$ cat src/rtl/mips_mem_pkg.sv
// Shared types and defaults for the unified instruction/data memory arbiter.
// Latency: n/a (types only).
// Backpressure: n/a (types only).
package mips_mem_pkg;

  localparam int ADDR_W_DEF = 32;
  localparam int DATA_W_DEF = 32;

  typedef enum logic [1:0] {
    IDLE,
    ACCESS,
    RESP
  } state_t;

  typedef enum logic {
    OWN_IF,
    OWN_MEM
  } owner_t;

endpackage

$ cat src/rtl/arb_latency_timer.sv
// Loadable down-counter that flags the last cycle of an SRAM access window.
// Latency: done asserts LATENCY cycles after load (in the last decrement cycle).
// Backpressure: none; dec simply holds while low.
module arb_latency_timer #(
  parameter int LATENCY = 1
) (
  input  logic clk,
  input  logic rst,
  input  logic load,
  input  logic dec,
  output logic done
);

  localparam int CW = $clog2(LATENCY + 1);

  logic [CW-1:0] cnt;

  // Load the full window on grant, count down once per access cycle.
  always_ff @(posedge clk or negedge rst) begin
    if (!rst) begin
      cnt <= '0;
    end else if (load) begin
      cnt <= CW'(LATENCY);
    end else if (dec && (cnt != '0)) begin
      cnt <= cnt - 1'b1;
    end
  end

  assign done = (cnt == CW'(1));

endmodule

$ cat src/rtl/unified_mem_arbiter.sv
// Arbitrates one single-port SRAM between IF fetches and MEM loads/stores.
// Latency: request seen in IDLE cycle t -> ready pulse in cycle t+MEM_LATENCY+1.
// Backpressure: requester holds req until its one-cycle ready; stall = req & ~ready.
module unified_mem_arbiter
  import mips_mem_pkg::*;
#(
  parameter int ADDR_W         = ADDR_W_DEF,
  parameter int DATA_W         = DATA_W_DEF,
  parameter int MEM_LATENCY    = 1,
  parameter int MAX_MEM_STREAK = 4
) (
  input  logic              clk,
  input  logic              rst,
  input  logic              if_req,
  input  logic [ADDR_W-1:0] if_addr,
  output logic [DATA_W-1:0] if_rdata,
  output logic              if_ready,
  output logic              if_stall,
  input  logic              mem_rd_req,
  input  logic              mem_wr_req,
  input  logic [ADDR_W-1:0] mem_addr,
  input  logic [DATA_W-1:0] mem_wdata,
  output logic [DATA_W-1:0] mem_rdata,
  output logic              mem_ready,
  output logic              mem_stall,
  output logic              sram_en,
  output logic              sram_we,
  output logic [ADDR_W-1:0] sram_addr,
  output logic [DATA_W-1:0] sram_wdata,
  input  logic [DATA_W-1:0] sram_rdata
);

  localparam int SW = $clog2(MAX_MEM_STREAK + 1);

  state_t            state_q, state_d;
  owner_t            owner_q;
  logic              we_q;
  logic [SW-1:0]     streak_q;
  logic [ADDR_W-1:0] addr_q;
  logic [DATA_W-1:0] wdata_q;
  logic [DATA_W-1:0] if_rdata_q;
  logic [DATA_W-1:0] mem_rdata_q;
  logic              mem_any;
  logic              if_wins;
  logic              grant;
  logic              lat_done;

  assign mem_any = mem_rd_req | mem_wr_req;
  // IF only beats a pending MEM request once MEM has used up its streak.
  assign if_wins = if_req & (~mem_any | (streak_q == SW'(MAX_MEM_STREAK)));
  assign grant   = (state_q == IDLE) & (if_req | mem_any);

  arb_latency_timer #(
    .LATENCY(MEM_LATENCY)
  ) u_timer (
    .clk  (clk),
    .rst  (rst),
    .load (grant),
    .dec  (state_q == ACCESS),
    .done (lat_done)
  );

  // State register; async reset aborts any access in flight.
  always_ff @(posedge clk or negedge rst) begin
    if (!rst) state_q <= IDLE;
    else      state_q <= state_d;
  end

  // Next-state: IDLE -> ACCESS on grant, ACCESS -> RESP when window ends, RESP -> IDLE.
  always_comb begin
    state_d = state_q;
    case (state_q)
      IDLE:    if (grant) state_d = ACCESS;
      ACCESS:  if (lat_done) state_d = RESP;
      RESP:    state_d = IDLE;
      default: state_d = IDLE;
    endcase
  end

  // Latch the winner's request so later input changes cannot disturb the access.
  always_ff @(posedge clk or negedge rst) begin
    if (!rst) begin
      owner_q <= OWN_IF;
      we_q    <= 1'b0;
      addr_q  <= '0;
      wdata_q <= '0;
    end else if (grant) begin
      owner_q <= if_wins ? OWN_IF : OWN_MEM;
      we_q    <= ~if_wins & mem_wr_req;
      addr_q  <= if_wins ? if_addr : mem_addr;
      wdata_q <= mem_wdata;
    end
  end

  // Count MEM grants taken while IF was waiting; any other grant resets it.
  always_ff @(posedge clk or negedge rst) begin
    if (!rst) begin
      streak_q <= '0;
    end else if (grant) begin
      if (if_wins || !if_req) streak_q <= '0;
      else if (streak_q != SW'(MAX_MEM_STREAK)) streak_q <= streak_q + 1'b1;
    end
  end

  // Capture read data on the last access cycle into the owner's register only.
  always_ff @(posedge clk or negedge rst) begin
    if (!rst) begin
      if_rdata_q  <= '0;
      mem_rdata_q <= '0;
    end else if ((state_q == ACCESS) && lat_done && !we_q) begin
      if (owner_q == OWN_IF) if_rdata_q  <= sram_rdata;
      else                   mem_rdata_q <= sram_rdata;
    end
  end

  assign sram_en    = (state_q == ACCESS);
  assign sram_we    = sram_en & we_q;
  assign sram_addr  = addr_q;
  assign sram_wdata = wdata_q;
  assign if_rdata   = if_rdata_q;
  assign mem_rdata  = mem_rdata_q;
  assign if_ready   = (state_q == RESP) & (owner_q == OWN_IF);
  assign mem_ready  = (state_q == RESP) & (owner_q == OWN_MEM);
  assign if_stall   = rst & if_req & ~if_ready;
  assign mem_stall  = rst & mem_any & ~mem_ready;

endmodule
$ cat config.mk
export PLATFORM = sky130hd
export DESIGN_NAME = unified_mem_arbiter
export DESIGN_NICKNAME = d
export VERILOG_FILES = /design/src/rtl/mips_mem_pkg.sv /design/src/rtl/arb_latency_timer.sv /design/src/rtl/unified_mem_arbiter.sv
export SDC_FILE = /design/constraint.sdc
export NUM_CORES = 1
export LEC_CHECK = 0
export CELL_PAD_IN_SITES_DETAIL_PLACEMENT = 0
export CELL_PAD_IN_SITES_GLOBAL_PLACEMENT = 1
export CORE_MARGIN = 2
export CORE_UTILIZATION = 35
export CTS_BUF_LIST = sky130_fd_sc_hd__clkbuf_4 sky130_fd_sc_hd__clkbuf_8
export DETAILED_ROUTE_END_ITERATION = 8
export MAX_ROUTING_LAYER = met4
export PLACE_DENSITY = 0.92
export RECOVER_POWER = 50
export SKIP_CTS_REPAIR_TIMING = 1
export SLEW_MARGIN = 20
export SYNTH_ARGS = -nofsm -noshare
export SYNTH_HDL_FRONTEND = slang
export SYNTH_SLANG_ARGS = --single-unit
$ cat constraint.sdc
create_clock -name clk -period 3.7 [get_ports clk]
set_clock_uncertainty 0.05 [all_clocks]
set_input_delay 0.555 -clock clk [delete_from_list [all_inputs] [get_ports clk]]
set_output_delay 0.555 -clock clk [all_outputs]
set_load 0.05 [all_outputs]
# --- Yosys cells after proc, flatten, opt, wreduce, memory -nomap -nowiden ---
# Cells that the tools add are included.
totals:
  reg_bits: 136
  inputBits: 133
  output_inout_bits: 134
  word_cells: 56
classes:
  n_addsub: 2
  eq_ne: 6
  n_mux: 9
  bitwise_logic: 18
  reduce_logical: 12
op_table:
  columns: ["op", "count"]
  rows:
  - ["$mux 32", 1]
  - ["$and 1x1->1", 10]
  - ["$reduce_and 2->1", 4]
  - ["$mux 3", 2]
  - ["$not 1->1", 5]
  - ["$mux 2", 2]
  - ["$pmux 2 s2", 1]
  - ["$reduce_bool 2->1", 2]
  - ["$add 3x1->3 const B", 1]
  - ["$eq 3x3->1 const B", 1]
  - ["$mux 1", 3]
  - ["$ne 3x3->1 const B", 1]
  - ["$or 1x1->1", 3]
  - ["$eq 2x1->1 const B", 1]
  - ["$eq 2x2->1 const B", 1]
  - ["$logic_and 1x1->1", 2]
  - ["$logic_not 1->1", 2]
  - ["$logic_not 2->1", 1]
  - ["$ne 2x1->1 const B", 1]
  - ["$ne 2x2->1 const B", 1]
  - ["$logic_or 1x1->1", 1]
  - ["$sub 1x1->1 const B", 1]

# --- Longest topological paths before layout ---
logic_depth:
  ltp_word: 7
  ltp_mapped: 7
  depth_no_buf: 5

# --- Cells and area by module ---
# A second synthesis with hierarchy kept.
unflattened:
  cells_unflattened: 432
  hier_area_um2: 5744.3
by_module_without_submodules:
  columns: ["module", "n_inst", "cells_per_inst", "area_per_inst_um2", "seq_area_each_um2"]
  rows:
  - ["unified_mem_arbiter", 1, 429, 5708.0, 3378.2]
  - ["arb_latency_timer", 1, 3, 36.3, 25.0]

# --- Least setup slack after synthesis ---
# OpenSTA, ideal clock, no wires.
synth_timing:
  kind: "flip-flop to output port"
  from: "register owner_q"
  to: "output if_stall"
  t_arrival_ps: 2204
  path_slack_ps: 891
  path_stages_with_launch: 3
  n_path_buf: 0
  cell_sequence: "dfrtp_1 nor3b_1 nor2_1"
synth_via:
  elab_chain_len: 4
synth_rtl:
  columns: ["item", "line", "text"]
  rows:
  - ["from (decl)", "unified_mem_arbiter.sv:36", "owner_t owner_q;"]
  - ["from (signal assigned)", "unified_mem_arbiter.sv:88", "owner_q <= if_wins ? OWN_IF : OWN_MEM;"]
  - ["$not 1->1", "unified_mem_arbiter.sv:122", "assign if_ready = (state_q == RESP) & (owner_q == OWN_IF);"]
  - ["$and 1x1->1", "unified_mem_arbiter.sv:122", null]
  - ["named net if_ready", "unified_mem_arbiter.sv:17", "output logic if_ready,"]
  - ["$not 1->1", "unified_mem_arbiter.sv:124", "assign if_stall = rst & if_req & ~if_ready;"]
  - ["$and 1x1->1", "unified_mem_arbiter.sv:124", null]
  - ["to (decl)", "unified_mem_arbiter.sv:18", "output logic if_stall,"]
# The timed path passes the listed nets, and every way through them passes these cells.

# --- Worst setup path in the final report ---
layout_timing:
  from: "register state_q[1]"
  to: "register if_rdata_q[1] (netlist: if_rdata[1])"
layout_via:
  elab_chain_len: 4
layout_rtl:
  columns: ["item", "line", "text"]
  rows:
  - ["from (decl)", "unified_mem_arbiter.sv:35", "state_t state_q, state_d;"]
  - ["from (signal assigned)", "unified_mem_arbiter.sv:66", "else state_q <= state_d;"]
  - ["$eq 2x1->1", "unified_mem_arbiter.sv:110", "end else if ((state_q == ACCESS) && lat_done && !we_q) begin"]
  - ["$logic_and 1x1->1 (2 in a row)", "unified_mem_arbiter.sv:110", null]
  - ["$reduce_and 2->1 (no source line)", null, null]
  - ["to (signal assigned)", "unified_mem_arbiter.sv:111", "if (owner_q == OWN_IF) if_rdata_q <= sram_rdata;"]
  - ["to (decl)", "unified_mem_arbiter.sv:41", "logic [DATA_W-1:0] if_rdata_q;"]
# Every way passes these cells.
# A chain may end at the register's enable or synchronous reset.

==> flow_metrics.tcl <==
set metrics [dict create \
    status "finished with violations" \
    violations "max-capacitance violations, max-slew violations" \
    fmax_ghz 0.341 \
    cts_tree "built" \
    initial_core_util_pct 36.0 \
    drv_slew 170 \
    wl_mm 16.2 \
    wl_met2_mm 8.05 \
    hold_viol_final 0 \
    viasPerCell 4.99 \
    fill_cells 1319 \
    required_ns 3.97 \
    grt_use_total_pct 19.7 \
    coreArea_sq_mm 0.0159 \
    die_w_um 132 \
    end_kind "register" \
    cap_violations 4 \
    drc 0 \
    clkLatencyLatePin_ns 0.44 \
    p_per_area_mw_per_mm2 1090 \
    finalSetupTns_ns 0 \
    maxUsedRoutingLayer "met4" \
    overflow 0 \
    multi_input_area_sq_mm 0.00213 \
    fin_crit_ns 2.93 \
    drt_pass1_iterations 4 \
    htreeDepth 4 \
    path_clk_slew_ns 0.09 \
    synth_top_area_share_pct 59.4 \
    synth.avg_cell_area_sq_um 13.3 \
    dieArea_sq_mm 0.0174 \
    hold_class "input pin to async pin" \
    rows 46 \
    ys_ff_latch 136 \
    ir_worst_vdd_mv 0.704 \
    synth_seq_area_share_pct 59.4 \
    dp.cells 888 \
    grt_pass1_wl_mm 26.5 \
    gp_congestion 0.820 \
    port_buffers 266 \
    stdcell_count 920 \
    numCtsBuffers 17 \
    rsz0062_at_grt "false" \
    synth_top_area_cell "dfrtp_1" \
    grt_pass1_vias 4933 \
    startpoint_type "register" \
    drt_iter0_drc 149 \
    grt_antenna_before_repair 0 \
    synthTopCellsByArea "dfrtp_1 59%, mux2_2 11%, mux2_4 8.4%" \
    synth_area_sq_mm 0.00573 \
    root_buffer "clkbuf_8" \
    crit_arrival_ns 3.20 \
    synth_cell_types 31 \
    seqCellArea_sq_mm 0.00340 \
    yosysWarningCount 0 \
    cts_buffer_depth 2 \
    wl_per_cell_um 17.6 \
    syn_nets 567 \
    num_io_pins 267 \
    post-route-period-util_pct 79.3 \
    maxSlewHeadroom_pct -25.4 \
    hpwl_mm 11.8 \
    fin_nets 826 \
    syn_inst 432 \
    tightest_slew_ns 1.88 \
    setup_viol 0 \
    ant_nets 0 \
    criticalPathCategory "register to register" \
    layout_commonest_cell "clkdlybuf4s50_1" \
    wl_met3_mm 1.15 \
    cts.sinks 136 \
    antenna_cells 0 \
    wl_met1_mm 6.58 \
    fp.dieH_um 132 \
    p_leak_nw 3.67 \
    cp_max_fo 32 \
    final_cell_mix "263 x clkdlybuf4s50_1, 136 x dfrtp_1, 57 x mux2_2, 35 x o21ai_0, 34 x a31oi_1" \
    area_growth_pct 55.8 \
    vias 4592 \
    grt_start_max_net_pins 71 \
    drive_above_1_share_pct 18.9 \
]
-- worst paths after layout --
check | slack, ns | end | from | cells past startpoint
worst max-delay path | 0.77 | if_rdata[1] | state_q[1] | 4
worst min-delay path | 0.34 | state_q[0] | rst | 2
worst max register to register | 0.77 | if_rdata[1] | state_q[1] | 4
worst min register to register | 0.44 | if_rdata[4] | if_rdata[4] | 1
max in group asynchronous | 1.11 | sram_wdata[21] | rst | 3
min in group clk | 0.44 | if_rdata[4] | if_rdata[4] | 1
-- final cells by class --
class / count / area share (%)
clock buffer: 18 / 2.70
clock inverter: 14 / 1.85
inverter: 5 / 0.210
multi-input combinational: 256 / 23.8
sequential: 136 / 38.1
tap: 216 / 3.03
timing repair buffer: 275 / 30.3
-- cell families (layout without fill, tap and decap cells) --
logic type               Yosys count  after routing  share of synthesized area, %
AO/OA/AOI/OAI                    107            107                          10.4
adder cells (fa/ha/maj)            2              2                         0.436
buffers and inverters             40            312                          3.95
flip-flops                       136            136                          59.4
multiplexers                      97             97                          21.1
AND/OR/NAND/NOR                   50             50                          4.71
-- cells in the mapped netlist --
cell       number
a21oi_1        33
a22o_1          1
a2bb2oi_1       1
a31oi_1        34
a41oi_1         1
and2_1          1
and2_4          1
and3_1          1
and3b_1         1
buf_2           4
buf_4           3
buf_6           8
clkbuf_1       20
dfrtp_1       136
ha_1            2
inv_1           5
mux2_1          8
mux2_2         57
mux2_4         32
nand2_1         4
nand2b_1        1
nand3_1        32
nand4_1         1
nand4b_1        1
nor2_1          4
nor3b_1         1
nor4b_2         1
o211ai_1        1
o21ai_0        35
o2bb2ai_1       1
or3_1           1
-- power breakdown --
part	leakage, nW	switching (mW)	internal, mW
clock network	0.203	0.624	0.623
logic	1.87	3.67	2.19
registers	1.60	0.431	2.22
-- stage by stage --
| step | hold slack [ns] | worst slack (ns) | power [mW] | area, sq um | util [%] |
|---|---|---|---|---|---|
| CTS | 0.274 | 0.914 | 9.85 | 8950 | 56.2 |
| detailed placement | 0.427 | 0.937 | 8.58 | 8550 | 53.6 |
| global placement | 0.418 | 0.948 | 8.43 | 8550 | 53.6 |
| finish | 0.340 | 0.766 | 9.76 | 8930 | 56.0 |
| floorplan | 0.209 | 0.891 | 6.59 | 5730 | - |
| global route | 0.430 | 0.563 | 10.2 | 8930 | 56.0 |
-- worst max-delay path: stages, from the launching register on --
cell      delay (ns)
dfrtp_1         0.42
nand2b_1        0.25
nor4b_4         0.28
clkbuf_1        1.35
mux2_2          0.45
-- registers in the layout, summed over array words and instances, names as in the netlist --
name          flops
streak_q          3
owner_q           1
sram_addr        32
if_rdata         32
sram_wdata       32
mem_rdata        32
state_q           2
u_timer.done      1
we_q              1
-- layer usage --
layer / vias up / GRT usage, %
met5: - / -
met4: 0 / 7.73
met3: 31 / 5.54
met2: 200 / 32.0
met1: 2269 / 23.1
li1: 2092 / -
Note: power is estimated with default switching activity, not from simulation.
==> patch 1, RTL diff (same flow settings) <==
Reset style: synchronous (`rst`), changed in 5 clocked blocks. Comments in the files are not updated.
--- a/src/rtl/arb_latency_timer.sv
+++ b/src/rtl/arb_latency_timer.sv
@@ -17,5 +17,5 @@
 
   // Load the full window on grant, count down once per access cycle.
-  always_ff @(posedge clk or negedge rst) begin
+  always_ff @(posedge clk) begin
     if (!rst) begin
       cnt <= '0;
--- a/src/rtl/unified_mem_arbiter.sv
+++ b/src/rtl/unified_mem_arbiter.sv
@@ -62,5 +62,5 @@
 
   // State register; async reset aborts any access in flight.
-  always_ff @(posedge clk or negedge rst) begin
+  always_ff @(posedge clk) begin
     if (!rst) state_q <= IDLE;
     else      state_q <= state_d;
@@ -79,5 +79,5 @@
 
   // Latch the winner's request so later input changes cannot disturb the access.
-  always_ff @(posedge clk or negedge rst) begin
+  always_ff @(posedge clk) begin
     if (!rst) begin
       owner_q <= OWN_IF;
@@ -94,5 +94,5 @@
 
   // Count MEM grants taken while IF was waiting; any other grant resets it.
-  always_ff @(posedge clk or negedge rst) begin
+  always_ff @(posedge clk) begin
     if (!rst) begin
       streak_q <= '0;
@@ -104,5 +104,5 @@
 
   // Capture read data on the last access cycle into the owner's register only.
-  always_ff @(posedge clk or negedge rst) begin
+  always_ff @(posedge clk) begin
     if (!rst) begin
       if_rdata_q  <= '0;
Behaviour: differs if rst is asserted again (counterexample within 4 cycles, from zero or initial values and one cycle with rst low); with rst held inactive, the same outputs for 10 cycles.
==> patch 1 against the unedited design <==
  * The run still ends with capacitance limit, slew limit left
  * Routed wire length grew 17%
  * Hold slack gained 0.092 ns
  * Via count grew 30%
  * Area after synthesis rose by 5.4%
  * Synthesized cell count is 56% higher
  * Cell area increased by 2.9%
  * Sequential cell count unchanged
  * Worst setup slack got worse by 0.25 ns
  * Critical path type is now in2reg
  * Critical endpoint is now sram_addr[31]
Power is not compared: it rests on default switching activity, and its combinational part moved more than twofold at a synthesized area within 25%.
==> patch 1: results (changes against the unedited design) <==
The flow ran to the end, but the final reports show violations. The final reports fail on capacitance limit, slew limit. The run gives 0.432 ns (+0.0921 ns) as the worst hold slack.

The global placement routability congestion was 0.765 (-6.7%). The adder-cell share of the synthesized area works out to 0.414% (-0.022 points). For the final-layout fill cell count, the log shows 1,603 (+22%).

The via-per-instance ratio was 5.28 (+5.7%); the fraction of the mapped netlist area in compound gates was 34.9% (+24 points). The area of placed instances was 8790 um^2 (+2.8%). The worst hold path belongs to the class reg2reg. The highest fanout seen on the critical path was 35 (+9.4%). Instance count after placement with tap cells included: 1,099 (+24%).

The total power draw is 4.06 mW. The share of cells above drive strength 1 is 5.96% (-13 points). The source of the worst register-to-register timing path was state_q[0]. The tools report the count of maximum capacitance violations as 1 (-3). The worst setup slack after placement was 0.912 ns (-0.0246 ns). The tools report the endpoint of the worst-slack reg-to-reg timing path as if_rdata[5]. The proportion of register bits with asynchronous set or reset after synthesis came out at 0% (-100 points). Final net count: 1,028 (+24%).

The iteration-0 DRC count of the detailed router is 345 (+130%). By count the netlist is led by dfxtp_1, a21boi_0, o21ai_0, nand3_1, clkbuf_1. Setup slack on the worst flop-to-flop path: 0.61 ns (-0.16 ns).

Launch point of the worst path: mem_wr_req. The logs give 0.225 mV for the worst-case vdd ir drop and 18.8 mm (+17%) for the overall routed net length. The tools report the synthesized net count as 810 (+43%). The pin count of the biggest net entering global routing was 80 (+13%); the detailed-placement wirelength estimate was 12.4 mm (+5.1%).

The detailed-route wire length per cell is 16.6 um (-5.2%). The logs give 29.1 mm (+9.6%) for the first-pass GRT wire length and 3.47 ns (+0.27 ns) for the worst endpoint data arrival time. After synthesis, the cell types taking the most area are dfxtp_1, a21boi_0, o21ai_0, nand3_1, o311a_1. The final-report max-slew violation count came out at 35 (-79%). The worst setup margin was 0.514 ns (-0.252 ns); the cell count after synthesis was 675 (+56%). The run gives 5,523 (+12%) as the number of global-route vias before repair. Endpoint of the most critical setup path: sram_addr[31].
-- patch 1: changes by cell type after synthesis, sizes merged, moves of 33 or more --
cell / unedited run / this run
mux2: 97 / 0
a31oi: 34 / 0
a21boi: 0 / 129
dfrtp: 136 / 0
nand3: 32 / 97
o21ai: 35 / 98
a21oi: 33 / 0
dfxtp: 0 / 136
-- patch 1: routing by layer --
metal,GRT usage (%),part of all wire [%],vias up
li1,-,-,2927
met1,25.5,42,2788
met2,32.0,47,236
met3,6.73,9.2,17
met4,7.00,1.5,0
met5,-,0,-
-- patch 1: layout make-up --
cell class / instances / area (um^2) / area share, %
inverter: 5 / 18.8 / 0.204
tap: 225 / 282 / 3.06
timing repair buffer: 280 / 2770 / 30.1
multi-input combinational: 453 / 2960 / 32.2
clock inverter: 15 / 200 / 2.18
sequential: 136 / 2720 / 29.6
clock buffer: 17 / 234 / 2.55
-- patch 1: worst max-delay path, cell delays in order --
cell and delay (ns):
dlygate4sd3_1 0.64, o2bb2ai_1 1.54, a21boi_0 0.32, o311a_1 0.41
==> patch 2, RTL diff (same flow settings) <==
Made on the original files. The package constant `ADDR_W_DEF` goes from 32 to 64.
--- a/src/rtl/mips_mem_pkg.sv
+++ b/src/rtl/mips_mem_pkg.sv
@@ -4,5 +4,5 @@
 package mips_mem_pkg;
 
-  localparam int ADDR_W_DEF = 32;
+  localparam int ADDR_W_DEF = 64;
   localparam int DATA_W_DEF = 32;
 
Interface: changed (resized if_addr, mem_addr and sram_addr); port bits go from 267 to 363. No check against the original RTL was run, so the function may have changed too.
==> patch 2 against the unedited design <==
  * The run still ends with capacitance limit, slew limit left
  * Synthesized cell count grew 43%
  * Routed wire length increased by 43%
  * Critical path depth rose by 1
  * Power is 23% higher
  * Worst setup slack worse by 0.33 ns
  * Area after synthesis rose by 26%
  * Sequential cell count rose by 32
  * Via count grew 40%
  * Register-to-register slack lost 0.13 ns
  * Core utilization is 0.33 points higher
  * Count of clock-buffer cells in the layout down 1
  * Cell area is 28% higher
==> patch 2: results (changes against the unedited design) <==
The final-report max-slew violation count came out at 66 (-61%). On the critical path, the stage with the largest delay is an instance of a2bb2oi_1. The count of maximum capacitance violations was 3 (-1).

By area the synthesized netlist is led by dfrtp_1, mux2_2, a31oi_1, o21ai_0, a21oi_1. Final net count: 1,157 (+40%). The number of global-route vias before repair is 6,489 (+32%).

The critical path's largest stage delay came out at 1.21 ns (-0.14 ns). Count of inserted antenna diode cells: 0 (unchanged). The number of CTS-inserted buffers was 17 (unchanged).

The adder-cell share of the synthesized area is 0.347% (-0.090 points), and the number of cells on the worst reg-to-reg path is 6 (+2). The total power draw is 12.0 mW (+23%), and the length of the first detailed-routing pass in iterations is 5 (+1). The via-per-instance ratio works out to 5.18 (+3.8%). The synthesized-area fraction occupied by xor and xnor cells came out at 0% (unchanged). The multiplexer fraction of the synthesized cell area is 15.0% (-6.2 points), and the count of port buffers added during placement is 362 (+36%). The run gives 73 (+2.8%) as the pin count of the biggest net entering global routing. The worst hold slack was 0.440 ns (+0.100 ns); the buffer depth of the longest clock path was 2 (unchanged). The transition time of the tightest slew-check pin came out at 1.87 ns (-0.00715 ns). The tightest min-delay check is of the in2async type.

The source of the worst register-to-register timing path was streak_q[0]. The static power due to leakage was 4.42 nW (+20%). The met1 routed wirelength after detailed routing is 9.28 mm (+41%).

The synthesized net count was 818 (+44%). The wire length on met3 is 2.01 mm (+74%). The setup slack on the worst flop-to-flop path came out at 0.64 ns (-0.13 ns). The logs give 0 (unchanged) for the count of final setup violators and 23.0 mm (+43%) for the overall routed net length. The commonest cells after synthesis are dfrtp_1, mux2_2, o21ai_0, a31oi_1, a21oi_1. The part of the Yosys area used for sequential elements was 58.2% (-1.2 points). For the power attributed to the clock group, the log shows 1.28 mW. The top routing layer in use is met4. The iteration-0 DRC count of the detailed router is 328 (+120%), and the fraction of the mapped netlist area in compound gates is 15.6% (+5.2 points). The detailed-placement wirelength estimate was 16.2 mm (+38%); the highest fanout seen on the critical path was 28 (-13%). The run gives 3.58 ns (+0.38 ns) as the worst endpoint data arrival time.

The distinct cell type count after synthesis was 32 (+3.2%). The tools report the endpoint of the worst-slack reg-to-reg timing path as sram_addr[44]. The share of cells above drive strength 1 was 14.8% (-4.0 points). First-pass GRT wire length: 36.2 mm (+36%). For the worst-case vdd ir drop, the log shows 0.538 mV (-24%).

The flow ran to the end, but the final reports show violations. For the global routing usage summed across all routing layers, the log shows 21.8% (+2.2 points). Share of power burned in combinational logic: 62.2% (+2.2 points). The checks that failed: capacitance limit, slew limit. The family of cells with the greatest summed delay on the critical path was compound AO/OA/AOI/OAI gates. The global placement routability congestion came out at 0.809 (-1.3%).

The clock edge transition at the registers on the reported setup and hold paths is 0.11 ns (+0.02 ns). The proportion of total power due to net switching came out at 51.2% (+2.8 points). The routed length on met2 is 11.3 mm (+41%).
## patch 2: cell types whose count changed after synthesis, moves of 32 or more
cell and change:
o21ai_0 +35, mux2_4 -32, a21oi_1 +32, mux2_2 +35, nand3_1 +32, a31oi_1 +32, dfrtp_1 +32
## patch 2: layout make-up
type | instances | area (um^2)
inverter | 4 | 15.0
fill | 1789 | 8830
timing repair buffer | 379 | 3740
clock inverter | 14 | 158
tap | 270 | 338
clock buffer | 17 | 234
multi-input combinational | 388 | 2720
sequential | 168 | 4200
## patch 2: stage by stage
stage                     cell area, um^2  std cells  worst slack (ns)  utilization [%]
after CTS                           11500       1239             0.673             56.6
after detailed placement            11100       1208             0.672             54.7
after floorplan                      7220        619             0.853                -
final                               11400       1240             0.435             56.4
after global routing                11400       1240             0.361             56.4
after global placement              11100       1208             0.677             54.7
## patch 2: worst register-to-register path: cells and delay by family, from the launching register on
| family | cells | cell delay, ns |
|---|---|---|
| AOI/OAI and AO/OA | 3 | 1.68 |
| buffers and inverters | 2 | 0.67 |
| DFF | 1 | 0.36 |
| adders and majority gates | 1 | 0.24 |
## patch 2: worst max-delay path by stage
| stage | from | end | slack (ns) | cells after the start |
|---|---|---|---|---|
| 2_1_floorplan | state_q[0] | if_stall | 0.85 | 2 |
| 3_3_place_gp | mem_wr_req | mem_stall | 0.68 | 4 |
| 3_5_place_dp | mem_wr_req | mem_stall | 0.67 | 4 |
| 4_1_cts | mem_wr_req | mem_stall | 0.67 | 4 |
| 5_1_grt | mem_wr_req | sram_addr[14] | 0.36 | 5 |
| 6_report | mem_wr_req | sram_addr[44] | 0.43 | 5 |
## patch 2: layer usage
metal / vias to the layer above / global-route usage, %
met2: 318 / 35.2
li1: 2974 / -
met4: 0 / 5.77
met5: - / -
met1: 3106 / 27.2
met3: 29 / 6.05
